--- src/rtl/vram_arbiter.sv ---
// Screen RAM port owner: snoops Z80 writes into a small FIFO and
// shares the single RAM port with the video fetch path.
module vram_arbiter #(
   parameter int          FIFO_DEPTH  = 4,
   parameter int          MAX_VID_RUN = 8,
   parameter logic [15:0] VRAM_BASE   = 16'h4000,
   parameter logic [15:0] VRAM_LAST   = 16'h5AFF
) (
   input  logic        CLK,
   input  logic        RST,
   input  logic [15:0] A,
   input  logic [7:0]  D,
   input  logic        WR,
   input  logic        MRQ,
   input  logic        VID_REQ,
   input  logic [12:0] VID_ADDR,
   output logic        VID_GNT,
   output logic        VID_VALID,
   output logic [7:0]  VID_RDATA,
   output logic [12:0] RAM_ADDR,
   output logic        RAM_WE,
   output logic [7:0]  RAM_WDATA,
   input  logic [7:0]  RAM_RDATA,
   output logic        WR_OVF,
   output logic        LED1
);

   localparam int PW = $clog2(FIFO_DEPTH);
   localparam int CW = PW + 1;
   localparam int RW = $clog2(MAX_VID_RUN + 1);

   logic          rst_q;
   logic          rst_n;
   logic          wr_s1;
   logic          wr_s2;
   logic          mrq_s1;
   logic [15:0]   a_s1;
   logic [7:0]    d_s1;
   logic [20:0]   mem [FIFO_DEPTH];
   logic [20:0]   head;
   logic [PW-1:0] wp;
   logic [PW-1:0] rp;
   logic [CW-1:0] cnt;
   logic [RW-1:0] vid_run;
   logic          rd_p1;
   logic          rd_p2;
   logic          empty;
   logic          full;
   logic          frc;
   logic          gnt;
   logic          pop;
   logic          in_win;
   logic          hit;
   logic          push;
   logic          drop;

   // Assert immediately, release only on a clock edge.
   always_ff @(posedge CLK or negedge RST) begin
      if (!RST) begin
         rst_q <= 1'b0;
         rst_n <= 1'b0;
      end else begin
         rst_q <= 1'b1;
         rst_n <= rst_q;
      end
   end

   always_ff @(posedge CLK or negedge rst_n) begin
      if (!rst_n) begin
         wr_s1  <= 1'b1;
         wr_s2  <= 1'b1;
         mrq_s1 <= 1'b1;
         a_s1   <= '0;
         d_s1   <= '0;
      end else begin
         wr_s1  <= WR;
         wr_s2  <= wr_s1;
         mrq_s1 <= MRQ;
         a_s1   <= A;
         d_s1   <= D;
      end
   end

   assign empty  = (cnt == '0);
   assign full   = (cnt == CW'(FIFO_DEPTH));
   assign frc    = !empty && (vid_run == RW'(MAX_VID_RUN));
   assign gnt    = rst_n && VID_REQ && !frc;
   assign pop    = rst_n && !empty && !gnt;
   assign in_win = (a_s1 >= VRAM_BASE) && (a_s1 <= VRAM_LAST);
   assign hit    = wr_s2 && !wr_s1 && !mrq_s1 && in_win;
   assign push   = hit && (!full || pop);
   assign drop   = hit && full && !pop;
   assign head   = mem[rp];

   assign VID_GNT = gnt;

   always_ff @(posedge CLK) begin
      if (push)
         mem[wp] <= {13'(a_s1 - VRAM_BASE), d_s1};
   end

   always_ff @(posedge CLK or negedge rst_n) begin
      if (!rst_n) begin
         wp        <= '0;
         rp        <= '0;
         cnt       <= '0;
         vid_run   <= '0;
         WR_OVF    <= 1'b0;
         LED1      <= 1'b0;
         RAM_ADDR  <= '0;
         RAM_WE    <= 1'b0;
         RAM_WDATA <= '0;
         rd_p1     <= 1'b0;
         rd_p2     <= 1'b0;
         VID_VALID <= 1'b0;
         VID_RDATA <= '0;
      end else begin
         if (push) begin
            wp   <= wp + 1'b1;
            LED1 <= ~LED1;
         end
         if (pop)
            rp <= rp + 1'b1;
         if (push && !pop)
            cnt <= cnt + 1'b1;
         else if (pop && !push)
            cnt <= cnt - 1'b1;
         if (drop)
            WR_OVF <= 1'b1;
         if (pop || empty)
            vid_run <= '0;
         else if (gnt && (vid_run != RW'(MAX_VID_RUN)))
            vid_run <= vid_run + 1'b1;
         RAM_WE <= pop;
         unique case (1'b1)
            gnt: RAM_ADDR <= VID_ADDR;
            pop: begin
               RAM_ADDR  <= head[20:8];
               RAM_WDATA <= head[7:0];
            end
            default: ;
         endcase
         // Read data appears one cycle after the address; capture it next.
         rd_p1     <= gnt;
         rd_p2     <= rd_p1;
         VID_VALID <= rd_p2;
         if (rd_p2)
            VID_RDATA <= RAM_RDATA;
      end
   end

endmodule

--- config.mk ---
export PLATFORM = sky130hd
export DESIGN_NAME = vram_arbiter
export DESIGN_NICKNAME = d
export VERILOG_FILES = /design/src/rtl/vram_arbiter.sv
export SDC_FILE = /design/constraint.sdc
export NUM_CORES = 1
export LEC_CHECK = 0
export ABC_AREA = 0
export CORE_ASPECT_RATIO = 1.75
export CORE_MARGIN = 5
export CORE_UTILIZATION = 45
export CTS_BUF_LIST = sky130_fd_sc_hd__clkbuf_4
export CTS_CLUSTER_SIZE = 25
export DETAILED_ROUTE_END_ITERATION = 10
export PLACE_DENSITY = 0.71
export SYNTH_ARGS = -nofsm -noshare
export SYNTH_HDL_FRONTEND = slang
export SYNTH_SLANG_ARGS = --single-unit
--- constraint.sdc ---
create_clock -name CLK -period 3.9 [get_ports CLK]
set_input_delay 0.78 -clock CLK [delete_from_list [all_inputs] [get_ports CLK]]
set_output_delay 0.78 -clock CLK [all_outputs]
set_load 0.02 [all_outputs]
* Yosys cells after proc, flatten, opt, wreduce, memory -nomap -nowiden *
Memory sizes are Yosys's and may differ from the RTL's.
Index checks and enable logic that the tools add are counted.

word-level totals
  bits of input ports = 50
  memories kept = 1
  register bits = 75
  logic and storage cells = 69
  output and inout bits = 34
  memory bits (writable) = 84

memory list
  name  depth  bits a word  rd ports  clocked after Yosys merged registers in  write ports  line  source
  mem   4      21           1         0                                        1            39    logic [20:0] mem [FIFO_DEPTH];

operators by class
  $lt $le $gt $ge = 2
  reductions and logical operators = 29
  bitwise operators = 1
  add/sub/neg operators = 6
  muxes and demuxes = 7
  eq/ne operators = 3

operator list
  cell                     number
  $pmux W13 S2             1
  $ge A16 B15 Y1 const B   1
  $le A16 B15 Y1 const B   1
  $logic_and A1 B1 Y1      15
  $sub A13 B1 Y13 const B  1
  $logic_not A1 Y1         8
  $mux W4                  2
  $mux W3                  2
  $reduce_bool A2 Y1       3
  $add A2 B1 Y2 const B    2
  $add A4 B1 Y4 const B    1
  $eq A4 B4 Y1 const B     1
  $ne A4 B4 Y1 const B     1
  $add A3 B1 Y3 const B    1
  $eq A3 B3 Y1 const B     1
  $logic_not A3 Y1         1
  $sub A3 B1 Y3 const B    1
  $logic_or A1 B1 Y1       2
  $mux W1                  2
  $not A1 Y1               1

* Depth between registers and ports, before layout *
  depth in word-level cells = 13
  mapped depth = 14
  depth with buffers taken out = 12

* Worst setup path after synthesis *
Ideal clock, no wire load.

  kind = register to register
  from = reg rst_n
  to = reg cnt[2]
  period minus slack after synthesis = 3.643 ns
  required time = 3.821 ns
  setup time = 0.079 ns
  path slack = 0.257 ns
  path buffers = 0
  stages on the path, launching flop included = 9
  arrival time = 3.564 ns
  cell sequence = dfrtp_1 > o21ai_4 > a21boi_2 > ha_1 > inv_1 > fa_1 > xor2_1 > nor2_1 > xor2_1

on the way
  word-level cells in the longest chain between the ends = 9
  elaborated cells on any way between the ends = 13
  classes of those cells = mux (1); reduce/logical (12)

RTL lines
  item                              line  source
  from (decl)                       33    logic rst_n;
  from (signal assigned)            64    rst_n <= rst_q;
  $logic_and A1 B1 Y1 (2 in a row)  87    assign gnt = rst_n && VID_REQ && !frc;
  $logic_not A1 Y1                  88    assign pop = rst_n && !empty && !gnt;
  $logic_and A1 B1 Y1 *             88
  $logic_or A1 B1 Y1 *              91    assign push = hit && (!full || pop);
  $logic_and A1 B1 Y1 *             91
  via push                          54    logic push;
  $logic_not A1 Y1                  126   else if (pop && !push)
  $logic_and A1 B1 Y1               126
  $reduce_bool A2 Y1 (no line)      -
  to (signal assigned)              125   cnt <= cnt + 1'b1;
  to (signal assigned)              127   cnt <= cnt - 1'b1;
  to (decl)                         43    logic [CW-1:0] cnt;

Mark *: on every way through the listed nets, which the timed path passes. The rest lies on a longest branch.
A chain may end at the register's enable or synchronous reset.

* Worst setup path after layout *
  from = reg vid_run[0]
  to = out VID_GNT

on the way
  word-level cells in the longest chain between the ends = 4

RTL lines
  item                    line  source
  from (decl)             44    logic [RW-1:0] vid_run;
  from (signal assigned)  133   vid_run <= vid_run + 1'b1;
  $eq A4 B4 Y1            86    assign frc = !empty && (vid_run == RW'(MAX_VID_RUN));
  $logic_and A1 B1 Y1     86
  $logic_not A1 Y1        87
  $logic_and A1 B1 Y1     87
  to (decl)               17    output logic VID_GNT,

No other way between the ends.

==> results.sh <==
export IMPL_critPathLaunchType="flop"
export IMPL_end_kind="output pin"
export IMPL_setup_viol=0
export IMPL_cts_buffer_depth=2
export IMPL_nets=462
export IMPL_power_density_nw_per_um2=572
export IMPL_seq_area_frac_synth_pct=74.8
export IMPL_syn_to_final_growth_pct=21.6
export IMPL_clock_latency_ns=0.53
export IMPL_setup_ws_ns=0.867
export IMPL_num_io_pins=84
export IMPL_cp_required_ns=3.12
export IMPL_synthSimpleGateAreaFrac_pct=3.04
export IMPL_slew_headroom_pct=32.2
export IMPL_pwr_share_seq_pct=52.3
export IMPL_synth_mux_area_share_pct=14.0
export IMPL_fin_worst_skew_ns=0.0211
export IMPL_drc_errors=0
export IMPL_sw_frac_of_total_pct=29.7
export IMPL_synthAdderAreaFrac_pct=1.83
export IMPL_finalHoldViolCount=0
export IMPL_rows=55
export IMPL_antenna_found_initial=1
export IMPL_rsz0062_at_grt="false"
export IMPL_cts_tree="built"
export IMPL_routed_wirelength_um=10100
export IMPL_fmax_mhz=330
export IMPL_grt_pass1_vias=3194
export IMPL_post_cts_resized=0
export IMPL_worstSetupPathType="flop to output pin"
export IMPL_cts_setup_buffers=0
export IMPL_die_h_um=161
export IMPL_grt_usage_pct=14.2
export IMPL_synth_compound_area_share_pct=2.47
export IMPL_grt_pass1_wl_um=16200
export IMPL_seqCellArea_um2=4410
export IMPL_place_congestion=0.762
export IMPL_combPwrFrac_pct=25.1
export IMPL_cts_root_buffer="clkbuf_4"
export IMPL_htree_levels=4
export IMPL_first_pass_iters=4
export IMPL_tightest_slew_ns=1.02
export IMPL_grt_ovfl_total=0
export IMPL_timing_final_crit_share_pct=77.8
export IMPL_fin_setup_tns_ns=0
export IMPL_synth_fp_nets=365
export IMPL_slew_viol_final=0
export IMPL_postSynthAreaPerCell_um2=19.2
export IMPL_period_needed_ns=3.03
export IMPL_dp_hpwl_um=6810
export IMPL_drtIter0Drc=110
export IMPL_clock_power_share_pct=22.6
export IMPL_vias=2866
export IMPL_synth_top_family_by_area="multiplexers"
export IMPL_crit_fanout=6
export IMPL_grt_max_degree=68
export IMPL_multi_input_area_um2=1350
export IMPL_pre_cts_slack_ns=0.779
export IMPL_synth_warnings=0
export IMPL_power_leakage_nw=2.75
export IMPL_synth_xor_area_share_pct=1.49
export IMPL_design_die_area_um2=15500
export IMPL_clk_pin_slew_ns=0.12
export IMPL_cts_sinks=159
export IMPL_p_sw_mw=1.22
export IMPL_p_int_mw=2.88
export IMPL_min_path_type="flop to asynchronous set/reset pin"
export IMPL_timing_hold_ws_ns=0.153
export IMPL_cp_arrival_ns=2.25
export IMPL_cap_viol_max_count=0
export IMPL_cts_buffers=17
export IMPL_die_x_um=96.4
export IMPL_ys_ff_latch=159
export IMPL_peakVddDrop_mv=0.233
export IMPL_drive_above_1_share_pct=21.3
export IMPL_core_um2=12900
export IMPL_synth_cells=307
export IMPL_nFillCells=1058
export IMPL_start_util_pct=45.7
export IMPL_synthesis_area_um2=5880
export IMPL_route_antenna_remaining_nets=0
export IMPL_status="finished, final reports clean"
export IMPL_synth_cell_types=37
export IMPL_io_buffers=83
export IMPL_holdBufCountCts=0
export IMPL_wl_per_cell_um=17.0
export IMPL_vias_per_cell=4.86
## critical path: stages (launching register included)
cell,delay [ns]
dfrtp_1,0.42
inv_1,0.06
ha_1,0.18
and3b_1,0.25
a21oi_1,0.20
clkdlybuf4s50_1,0.63
## routing by layer
layer / track usage (%) / part of all wire (%) / vias up
met2: 25.9 / 58 / 57
met4: 5.17 / 1.8 / 0
met5: 0 / 0 / -
li1: - / - / 1339
met1: 15.2 / 36 / 1458
met3: 3.87 / 3.8 / 12
## power groups by stage
stage / registers (mW) / logic (mW) / clock network, mW
2_1_floorplan: 2.23 / 0.602 / 0
3_3_place_gp: 2.17 / 1.02 / 0
3_5_place_dp: 2.18 / 1.05 / 0
4_1_cts: 2.15 / 1.05 / 0.957
5_1_grt: 2.18 / 1.11 / 1.04
6_report: 2.14 / 1.03 / 0.925
## final cells by class
| cell class | instances | area share (%) |
|---|---|---|
| inverter | 9 | 0.542 |
| sequential | 159 | 61.6 |
| antenna | 2 | 0.0700 |
| multi-input combinational | 128 | 18.8 |
| tap | 171 | 2.99 |
| timing repair buffer | 89 | 12.2 |
| clock buffer | 18 | 1.89 |
| clock inverter | 14 | 1.84 |
## metrics by stage
stage          instance area (um^2)  util (%)  power (mW)  cells
3_5_place_dp                   6880      53.5        3.23    556
6_report                       7150      55.6        4.09    590
2_1_floorplan                  5880         -        2.83    307
3_3_place_gp                   6880      53.5        3.19    556
4_1_cts                        7150      55.6        4.16    588
5_1_grt                        7150      55.6        4.33    589
## Yosys cell counts
library cell	instances	area, um^2
inv_1	8	30.0
conb_1	1	3.75
and3b_1	1	8.76
clkbuf_1	2	7.51
edfxtp_1	84	2520
dfstp_2	3	78.8
nand3_1	1	5.00
fa_1	1	20.0
a21boi_2	1	11.3
nor2b_4	1	13.8
xor2_1	4	35.0
a21oi_1	3	15.0
buf_6	1	11.3
nor3_1	1	5.00
dfrtp_1	72	1800
nand2_1	17	63.8
o21ai_4	1	16.3
o21ai_1	12	60.1
ha_1	7	87.6
nor2_1	6	22.5
and2_1	4	25.0
buf_12	2	40.0
o21ai_0	1	5.00
nor3b_1	2	15.0
mux2i_1	13	130
mux2_2	13	146
nor4b_1	1	8.76
xnor2_1	6	52.6
buf_2	4	20.0
buf_4	2	15.0
or3_4	1	11.3
mux2_4	5	75.1
a31o_2	1	8.76
o21ai_2	2	17.5
mux4_2	21	473
inv_6	1	8.76
o2111a_1	1	11.3
## path summary, 6_finish.rpt
kind / slack [ns] / end / cells past startpoint / from
max in group asynchronous: 2.64 / RAM_WDATA[0]$_DFFE_PN0N_ / 1 / rst_n$_DFF_PN0_
hold / removal: 0.15 / rd_p1$_DFF_PN0_ / 0 / rst_n$_DFF_PN0_
setup reg to reg: 1.28 / cnt[2]$_DFFE_PN0P_ / 9 / wr_s2$_DFF_PN1_
min in group CLK: 0.35 / rd_p2$_DFF_PN0_ / 0 / rd_p1$_DFF_PN0_
hold reg to reg: 0.15 / rd_p1$_DFF_PN0_ / 0 / rst_n$_DFF_PN0_
setup / recovery: 0.87 / VID_GNT / 5 / vid_run[0]$_DFFE_PN0P_
## sequential cells by signal, indices dropped and copies added, names as in the netlist, 2 cells and up
signal     count
mem           84
a_s1          16
RAM_ADDR      13
RAM_WDATA      8
VID_RDATA      8
d_s1           8
vid_run        4
cnt            3
rp             2
wp             2
## cells by family after synthesis
| logic type | after synthesis |
|---|---|
| compound gates | 22 |
| xor+xnor | 10 |
| fa+ha+maj | 8 |
| buf+inv | 20 |
| flops | 159 |
| mux | 52 |
| other cells | 1 |
| simple gates | 35 |
## placed cells by master (no fill, tap or decap), drive strengths merged
cell | synthesis | routed
clkinv | 0 | 6
xor2 | 4 | 4
o2111a | 1 | 1
mux2i | 13 | 13
nor2b | 1 | 1
or3 | 1 | 1
a31o | 1 | 1
xnor2 | 6 | 6
a21boi | 1 | 1
inv | 9 | 16
buf | 9 | 6
clkdlybuf4s50 | 0 | 83
nor3b | 2 | 2
nor3 | 1 | 1
conb | 1 | 1
dfstp | 3 | 3
nand3 | 1 | 1
clkbuf | 2 | 18
edfxtp | 84 | 84
mux2 | 18 | 18
mux4 | 21 | 21
nand2 | 17 | 17
and3b | 1 | 1
nor4b | 1 | 1
o21ai | 16 | 16
and2 | 4 | 4
diode | 0 | 2
a21oi | 3 | 3
bufinv | 0 | 1
fa | 1 | 1
ha | 7 | 7
nor2 | 6 | 6
dfrtp | 72 | 72
(Power assumes the default switching activity.)
